**config.mk**
```make
export PLATFORM = sky130hd
export DESIGN_NAME = pixl_feeder
export DESIGN_NICKNAME = d
export VERILOG_FILES = /design/src/rtl/pixl_feeder.sv
export SDC_FILE = /design/constraint.sdc
export NUM_CORES = 1
export LEC_CHECK = 0
export ABC_AREA = 1
export CAP_MARGIN = 20
export CORE_AREA = 2 2 118 120
export DETAILED_ROUTE_END_ITERATION = 10
export DIE_AREA = 0 0 120 122
export GPL_ROUTABILITY_DRIVEN = 0
export PLACE_DENSITY_LB_ADDON = 0.1
export SLEW_MARGIN = 20
export SYNTH_ARGS = -nofsm -noshare
export SYNTH_HDL_FRONTEND = slang
export SYNTH_SLANG_ARGS = --single-unit
```
**constraint.sdc**
```tcl
create_clock -name clk -period 4.9 [get_ports clk]
set_input_delay 1.225 -clock clk [delete_from_list [all_inputs] [get_ports clk]]
set_output_delay 1.225 -clock clk [all_outputs]
set_load 0.01 [all_outputs]
```
**src/rtl/pixl_feeder.sv**
```systemverilog
// Pixel-window feeder: collects N_PIX pixel bytes, streams them to a UART TX FIFO,
// then waits (bounded by TIMEOUT) for a single response byte from the UART RX FIFO.
module pixl_feeder #(
    parameter int unsigned N_PIX   = 9,
    parameter int unsigned TIMEOUT = 2000000
) (
    input  logic       clk,
    input  logic       reset,
    input  logic       pix_valid,
    input  logic [7:0] pix_data,
    output logic       pix_ready,
    output logic       wr_uart,
    output logic [7:0] w_data,
    input  logic       tx_full,
    output logic       rd_uart,
    input  logic [7:0] r_data,
    input  logic       rx_empty,
    output logic [7:0] result,
    output logic       result_valid,
    output logic       timeout,
    output logic       busy
);

    localparam int unsigned IW = $clog2(N_PIX + 1);
    localparam int unsigned CW = (TIMEOUT > 1) ? $clog2(TIMEOUT) : 1;
    localparam logic [IW-1:0] LAST_IDX = IW'(N_PIX - 1);
    localparam logic [CW-1:0] LAST_CNT = CW'(TIMEOUT - 1);

    typedef enum logic [1:0] {
        LOAD,
        SEND,
        WAIT,
        DONE
    } state_t;

    state_t        state;
    state_t        state_next;
    logic [7:0]    pix_buf [N_PIX];
    logic [IW-1:0] idx;
    logic [IW-1:0] sidx;
    logic [CW-1:0] cnt;
    logic          got_byte;

    // Every strobe is gated by reset so nothing fires in the cycle reset is sampled.
    always_comb begin
        state_next   = state;
        pix_ready    = 1'b0;
        wr_uart      = 1'b0;
        w_data       = '0;
        rd_uart      = 1'b0;
        result_valid = 1'b0;
        timeout      = 1'b0;
        busy         = reset && (state != LOAD);
        case (state)
            LOAD: begin
                pix_ready = reset;
                if (pix_valid && idx == LAST_IDX) begin
                    state_next = SEND;
                end
            end
            SEND: begin
                wr_uart = reset && !tx_full;
                w_data  = reset ? pix_buf[sidx] : '0;
                if (!tx_full && sidx == LAST_IDX) begin
                    state_next = WAIT;
                end
            end
            WAIT: begin
                if (!rx_empty) begin
                    rd_uart    = reset;
                    state_next = DONE;
                end else if (cnt == LAST_CNT) begin
                    timeout    = reset;
                    state_next = DONE;
                end
            end
            DONE: begin
                result_valid = reset && got_byte;
                state_next   = LOAD;
            end
            default: state_next = LOAD;
        endcase
    end

    always_ff @(posedge clk) begin
        if (!reset) begin
            state    <= LOAD;
            idx      <= '0;
            sidx     <= '0;
            cnt      <= '0;
            result   <= '0;
            got_byte <= 1'b0;
        end else begin
            state <= state_next;
            case (state)
                LOAD: begin
                    if (pix_valid) begin
                        idx <= idx + 1'b1;
                        if (idx == LAST_IDX) begin
                            sidx <= '0;
                        end
                    end
                end
                SEND: begin
                    if (!tx_full) begin
                        sidx <= sidx + 1'b1;
                        if (sidx == LAST_IDX) begin
                            cnt <= '0;
                        end
                    end
                end
                WAIT: begin
                    if (!rx_empty) begin
                        result   <= r_data;
                        got_byte <= 1'b1;
                    end else begin
                        cnt      <= cnt + 1'b1;
                        got_byte <= 1'b0;
                    end
                end
                DONE: idx <= '0;
                default: ;
            endcase
        end
    end

    // Window storage is deliberately left out of reset.
    always_ff @(posedge clk) begin
        if (pix_ready && pix_valid) begin
            pix_buf[idx] <= pix_data;
        end
    end

endmodule

```
==> metrics.md, run 1 <==
| Metric | Value |
|---|---|
| Crit path capture type | `output port` |
| DRC viols | `0` |
| Post-route ant nets | `0` |
| DR pass1 iterations | `4` |
| CP Launch Type | `primary input` |
| Multiplexer share of the synthesized area | `0%` |
| Core footprint | `13500 µm²` |
| XOR/XNOR share of the synthesized area | `0%` |
| Sink Count | `116` |
| PortBufs | `42` |
| Hold Crit Class | `reg -> reg` |
| Switching pwr | `935 µW` |
| Clk_lat worst skew | `0.41 ns` |
| Worst-path clk slew | `0.05 ns` |
| #FFs+latches synth | `116` |
| Layout Area Growth over Synthesis | `24.5%` |
| Synth Area in Adders | `2.86%` |
| Outcome | `completed` |
| Dpl ws | `0.780 ns` |
| Final setup violation count | `0` |
| Sequential power share | `35.9%` |
| Die height | `122 µm` |
| Resized Gates After CTS | `0` |
| Final worst setup slack | `0.802 ns` |
| Netlist Area Pre-Place | `5240 µm²` |
| Via count of the first global-routing pass | `4018` |
| Crit-path max FO | `10` |
| Post-Syn Instances | `602` |
| Sequential element share of the synthesized area | `58.0%` |
| Total internal power | `2.24 mW` |
| Setup TNS | `0 ns` |
| Via density | `4.78` |
| Grt ovf | `0` |
| Clock root buffer | `clkbuf_16` |
| Largest net degree at the start of global routing | `33` |
| Crit path DAT | `2.87 ns` |
| Total power | `3.17 mW` |
| Final period util | `83.6%` |
| Critical-path top delay cell | `clkdlybuf4s50_1` |
| Final min period | `4.10 ns` |
| Yosys warns | `0` |
| Comb pwr share | `22.1%` |
| DR iter-0 viols | `231` |
| # IOs | `43` |
| Clock buffer depth | `2` |
| WP data required | `3.67 ns` |
| Total GRT Usage | `17.9%` |
| Via count | `4063` |
| Drt wl/cell | `14.2 µm` |
| Maxcap violations | `0` |
| Maximum VDD drop | `0.000211 V` |
| CTS tree | `yes` |
| Nets | `690` |
| Site Rows | `43` |
| F_max | `244 MHz` |
| Syn avg cell area | `8.71 µm²` |
| Die area | `14600 µm²` |
| H-tree depth | `4` |
| Share of layout cells above drive strength 1 | `7.46%` |
| Setup repair bufs after CTS | `0` |
| Max stage delay on crit path | `0.48 ns` |
| Layout filler cell count | `1291` |
| Worst Skew | `0.00567 ns` |
| CP most frequent cell | `clkdlybuf4s50_1` |
| Pins over their slew limit | `0` |
| Initial Utilization | `38.8%` |
| Worst reg-to-reg setup slack | `2.54 ns` |
| First-pass GRT wire length | `19.9 mm` |
| Max_slew headroom | `49.5%` |
| Worst path cell trace | `clkdlybuf4s50_1 > nand2_1 > clkinv_1 > o211ai_1 > inv_1 > clkdlybuf4s50_1` |
| Compound-Gate Fraction of Synth Area | `4.87%` |
| Antenna cell count | `0` |
| Yosys cell types | `28` |
| Hold buffers post-CTS | `0` |
| TritonCTS Buffers | `17` |
| Combinational family with the most area after synthesis | `simple AND/OR/NAND/NOR gates` |
| RSZ-0062 raised after global routing | `no` |
| DIE WIDTH | `120 µm` |
| Synth Area in Simple Gates | `27.4%` |
| Post-detailed-placement half-perimeter wirelength | `7.99 mm` |
| Sw frac | `29.5%` |
| Fin. Hold Viols | `0` |
| P_leak | `2.53 nW` |
| Power per cell area | `486 nW/µm²` |
| Routed wire length | `12.1 mm` |
| Syn Nets | `635` |
| Clock power frac | `42.1%` |
| Slew of the pin with the lowest slew margin | `0.755 ns` |
| Crit Path Category | `in -> out` |
| Initial antenna violation count | `0` |
## flip-flops by register name, indices dropped and copies added (netlist names), named ones only
signal / cells
result: 8
state: 2
sidx: 4
idx: 4
cnt: 21
got_byte: 1
pix_buf: 72
## final timing paths
path                              start                    end  cells after the start
setup / recovery                  reset              w_data[4]                      6
hold / removal    got_byte$_SDFFE_PN0N_  got_byte$_SDFFE_PN0N_                      2
setup reg to reg  state[0]$_SDFFE_PN0P_   cnt[20]$_SDFFE_PN0P_                      9
hold reg to reg   got_byte$_SDFFE_PN0N_  got_byte$_SDFFE_PN0N_                      2
## metrics by stage
step	cell area [µm²]	std cells	hold slack (ns)	utilization, %
finish	6530	850	0.487	48.3
global route	6530	850	0.510	48.3
CTS	6530	850	0.490	48.3
detailed placement	5890	818	0.477	43.6
global placement	5890	818	0.469	43.6
floorplan	5240	602	0.448	-
## layer usage
| metal | vias to the layer above | track usage (%) | share of wire (%) |
|---|---|---|---|
| met3 | 15 | 4.26 | 3.9 |
| li1 | 2096 | - | - |
| met4 | 0 | 7.79 | 1.9 |
| met5 | - | 0 | 0 |
| met1 | 1866 | 22.5 | 47 |
| met2 | 86 | 29.4 | 47 |
## layout make-up
cell class	count	area, µm²	share of cell area (%)
inverter	72	270	4.14
tap	180	225	3.45
clock buffer	17	425	6.52
multi-input combinational	396	1840	28.2
sequential	116	3040	46.6
timing repair buffer	54	510	7.82
clock inverter	15	213	3.26
## synth_stat cells
| cell | count | share of area [%] |
|---|---|---|
| a21o_1 | 1 | 0.14 |
| a21oi_1 | 11 | 1.1 |
| a22oi_1 | 1 | 0.14 |
| buf_2 | 1 | 0.095 |
| buf_4 | 1 | 0.14 |
| buf_6 | 2 | 0.43 |
| clkbuf_1 | 14 | 1.0 |
| clkinv_1 | 1 | 0.072 |
| dfxtp_1 | 44 | 17 |
| edfxtp_1 | 72 | 41 |
| ha_1 | 12 | 2.9 |
| inv_1 | 69 | 4.9 |
| inv_2 | 2 | 0.14 |
| nand2_1 | 149 | 11 |
| nand2_2 | 1 | 0.12 |
| nand3_1 | 77 | 7.4 |
| nand4_1 | 7 | 0.84 |
| nor2_1 | 77 | 5.5 |
| nor2_2 | 3 | 0.36 |
| nor3_1 | 22 | 2.1 |
| nor3_2 | 1 | 0.19 |
| nor3b_1 | 1 | 0.14 |
| o211ai_1 | 8 | 1.1 |
| o21ai_0 | 21 | 2.0 |
| o21ai_1 | 1 | 0.095 |
| o21ai_2 | 1 | 0.17 |
| o22ai_1 | 1 | 0.12 |
| or2_1 | 1 | 0.12 |
## worst max-delay path, delay by kind of cell
kind	cells	cell delay (ns)
buffers and inverters	4	1.27
and+or+nand+nor	1	0.14
AOI/OAI and AO/OA	1	0.24
## power by group through the flow
stage | Sequential, mW | Combinational [mW] | Clock (mW)
floorplan | 1.15 | 0.499 | 0
global placement | 1.15 | 0.698 | 0
detailed placement | 1.16 | 0.706 | 0
CTS | 1.14 | 0.711 | 1.36
global route | 1.15 | 0.807 | 1.40
finish | 1.14 | 0.700 | 1.33
## layout by cell type (no fill, tap or decap), types with 11 or more instances in the layout
cell             Yosys  layout
clkdlybuf4s50_1      0      42
nand3_1             77      77
nor3_1              22      22
o21ai_0             21      21
nand2_1            149     149
buf_4                1      12
dfxtp_1             44      44
ha_1                12      12
a21oi_1             11      11
edfxtp_1            72      72
nor2_1              77      77
inv_1               69      69
clkbuf_16            0      17
## cell families after synthesis
family | count (synthesis)
AOI/OAI and AO/OA | 45
adders and majority gates | 12
buffers and inverters | 90
DFF | 116
and+or+nand+nor | 339
(Power assumes the default switching activity.)
==> run 2, diff against run 1 <==
==> constraint.sdc (replaced) <==
create_clock -name clk -period 4.11 [get_ports clk]
set_input_delay 1.0275 -clock clk [delete_from_list [all_inputs] [get_ports clk]]
set_output_delay 1.0275 -clock clk [all_outputs]
set_load 0.01 [all_outputs]
==> run 2 against run 1 <==
Sequential power rose by 19%. Register-to-register slack got worse by 0.66 ns. Critical path depth did not move. Setup slack got worse by 0.36 ns. Combinational power rose by 20%. Via count rose by 2.4%. Clock-buffer cell count rose by 3. Final cell count rose by 0.59%. Sequential cell count did not move. Hold slack improved by 0.00061 ns. Clock power rose by 18%. First-iteration DRC count fell by 4.8%.
==> metrics.md, run 2 (synthesis gave the netlist of run 1 again) <==
| Metric | Value |
|---|---|
| Drt wl/cell | `14.2 µm (-0.20%)` |
| First-pass GRT wire length | `20.0 mm (+0.66%)` |
| RSZ-0062 raised after global routing | `no` |
| Hold buffers post-CTS | `0 (unchanged)` |
| Resized Gates After CTS | `0 (unchanged)` |
| Most common cell after layout, fill and taps aside | `nand2_1` |
| WP data required | `3.08 ns (-0.59 ns)` |
| DIE WIDTH | `120 µm (unchanged)` |
| Final min period | `3.67 ns` |
| Initial antenna violation count | `0 (unchanged)` |
| Critical-path top delay cell | `clkdlybuf4s50_1` |
| Grt ovf | `0 (unchanged)` |
| Site Rows | `43 (unchanged)` |
| Antenna cell count | `0 (unchanged)` |
| Max reg flops | `72 (unchanged)` |
| Clock root buffer | `clkbuf_16` |
| Setup TNS | `0 ns (unchanged)` |
| CP Launch Type | `primary input` |
| Share of layout cells above drive strength 1 | `7.70% (+0.24 points)` |
| # IOs | `43 (unchanged)` |
| Final setup violation count | `0 (unchanged)` |
| Initial Utilization | `38.8% (unchanged)` |
| Max_slew headroom | `51.2% (+1.7 points)` |
| Crit Path Category | `in -> out` |
| Sink Count | `116 (unchanged)` |
| CP most frequent cell | `clkdlybuf4s50_1` |
| F_max | `272 MHz` |
| Maximum VDD drop | `0.000259 V (+23%)` |
| Crit path capture type | `output port` |
| Via density | `4.87 (+1.8%)` |
| Post-Layout Inst Area | `6550 µm² (+0.33%)` |
| Biggest register | `pix_buf` |
| Power per cell area | `576 nW/µm² (+19%)` |
| Worst Skew | `0.0120 ns (+0.00636 ns)` |
| Die area | `14600 µm² (unchanged)` |
| Most frequent cells in the layout | `nand2_1 (149), nand3_1 (77), nor2_1 (77)` |
| Via count | `4162 (+2.4%)` |
| Fin. Hold Viols | `0 (unchanged)` |
| Slew of the pin with the lowest slew margin | `0.730 ns (-0.0255 ns)` |
| Routed wire length | `12.1 mm (+0.39%)` |
| TritonCTS Buffers | `17 (unchanged)` |
| DR pass1 iterations | `5 (+1)` |
| CTS tree | `yes` |
| Layout Area Growth over Synthesis | `24.9%` |
| Crit-path max FO | `10 (unchanged)` |
| DR iter-0 viols | `220 (-4.8%)` |
| Post-detailed-placement half-perimeter wirelength | `8.11 mm (+1.5%)` |
| Clock buffer depth | `2 (unchanged)` |
| Nets | `695 (+0.72%)` |
| Hold Crit Class | `reg -> reg` |
| DRC viols | `0 (unchanged)` |
| Total GRT Usage | `18.0% (+0.091 points)` |
| Core footprint | `13500 µm² (unchanged)` |
| Worst-path clk slew | `0.05 ns (about the same)` |
| Via count of the first global-routing pass | `4024 (+0.15%)` |
| H-tree depth | `4 (unchanged)` |
| Largest net degree at the start of global routing | `33 (unchanged)` |
| Clk_lat worst skew | `0.42 ns (about the same)` |
| Dpl ws | `0.437 ns (-0.343 ns)` |
| DP Area | `5930 µm² (+0.64%)` |
| Maxcap violations | `0 (unchanged)` |
| Final period util | `89.3%` |
| Setup repair bufs after CTS | `0 (unchanged)` |
| Pins over their slew limit | `0 (unchanged)` |
| PortBufs | `42 (unchanged)` |
| Outcome | `completed` |
| Post-route ant nets | `0 (unchanged)` |
| Crit path DAT | `2.64 ns (-0.23 ns)` |
| Final worst setup slack | `0.439 ns (-0.363 ns)` |
| P_leak | `2.56 nW (+0.98%)` |
| Layout filler cell count | `1300 (+0.70%)` |
| Max stage delay on crit path | `0.47 ns (about the same)` |
| Die height | `122 µm (unchanged)` |
| Largest registers | `pix_buf: 72 flops, cnt: 21 flops, result: 8 flops` |
| Worst path cell trace | `clkdlybuf4s50_1 > nand2_1 > clkinv_1 > o211ai_1 > inv_1 > clkdlybuf4s50_1` |
-- run 2: power breakdown --
group          internal, mW  total [mW]  switching (mW)
sequential             1.31        1.36          0.0433
clock                  1.06        1.57           0.510
combinational         0.292       0.840           0.548
-- run 2: final timing paths --
path | cells past startpoint | to | slack [ns] | startpoint
hold reg to reg | 2 | result[4]$_SDFFE_PN0P_ | 0.49 | result[4]$_SDFFE_PN0P_
setup reg to reg | 10 | cnt[20]$_SDFFE_PN0P_ | 1.88 | state[0]$_SDFFE_PN0P_
hold / removal | 2 | result[4]$_SDFFE_PN0P_ | 0.49 | result[4]$_SDFFE_PN0P_
setup / recovery | 6 | w_data[1] | 0.44 | reset
-- run 2: stage by stage --
stage | utilization [%] | hold slack, ns | total power, mW | cells
finish | 48.5 | 0.488 | 3.77 | 855
global route | 48.5 | 0.520 | 3.97 | 855
CTS | 48.5 | 0.493 | 3.81 | 855
detailed placement | 43.9 | 0.482 | 2.23 | 823
global placement | 43.9 | 0.471 | 2.21 | 823
floorplan | - | 0.448 | 1.97 | 602
-- run 2: per-layer routing --
metal | vias up | routed length, µm | track usage [%] | part of all wire [%]
li1 | 2111 | - | - | -
met1 | 1932 | 5630 | 22.6 | 46
met2 | 97 | 5690 | 29.5 | 47
met3 | 22 | 532 | 4.31 | 4.4
met4 | 0 | 284 | 8.16 | 2.3
met5 | - | 0 | 0 | 0
-- run 2: final cells by class --
cell class | instances | area (µm²) | area share [%]
sequential | 116 | 3040 | 46.5
multi-input combinational | 396 | 1840 | 28.1
timing repair buffer | 59 | 548 | 8.37
clock buffer | 20 | 437 | 6.67
inverter | 72 | 270 | 4.13
tap | 180 | 225 | 3.44
clock inverter | 12 | 185 | 2.83
-- run 2: critical path, delay by kind of cell --
family / cells / cell delay, ns
buf+inv: 4 / 1.26
compound gates: 1 / 0.22
simple gates: 1 / 0.13
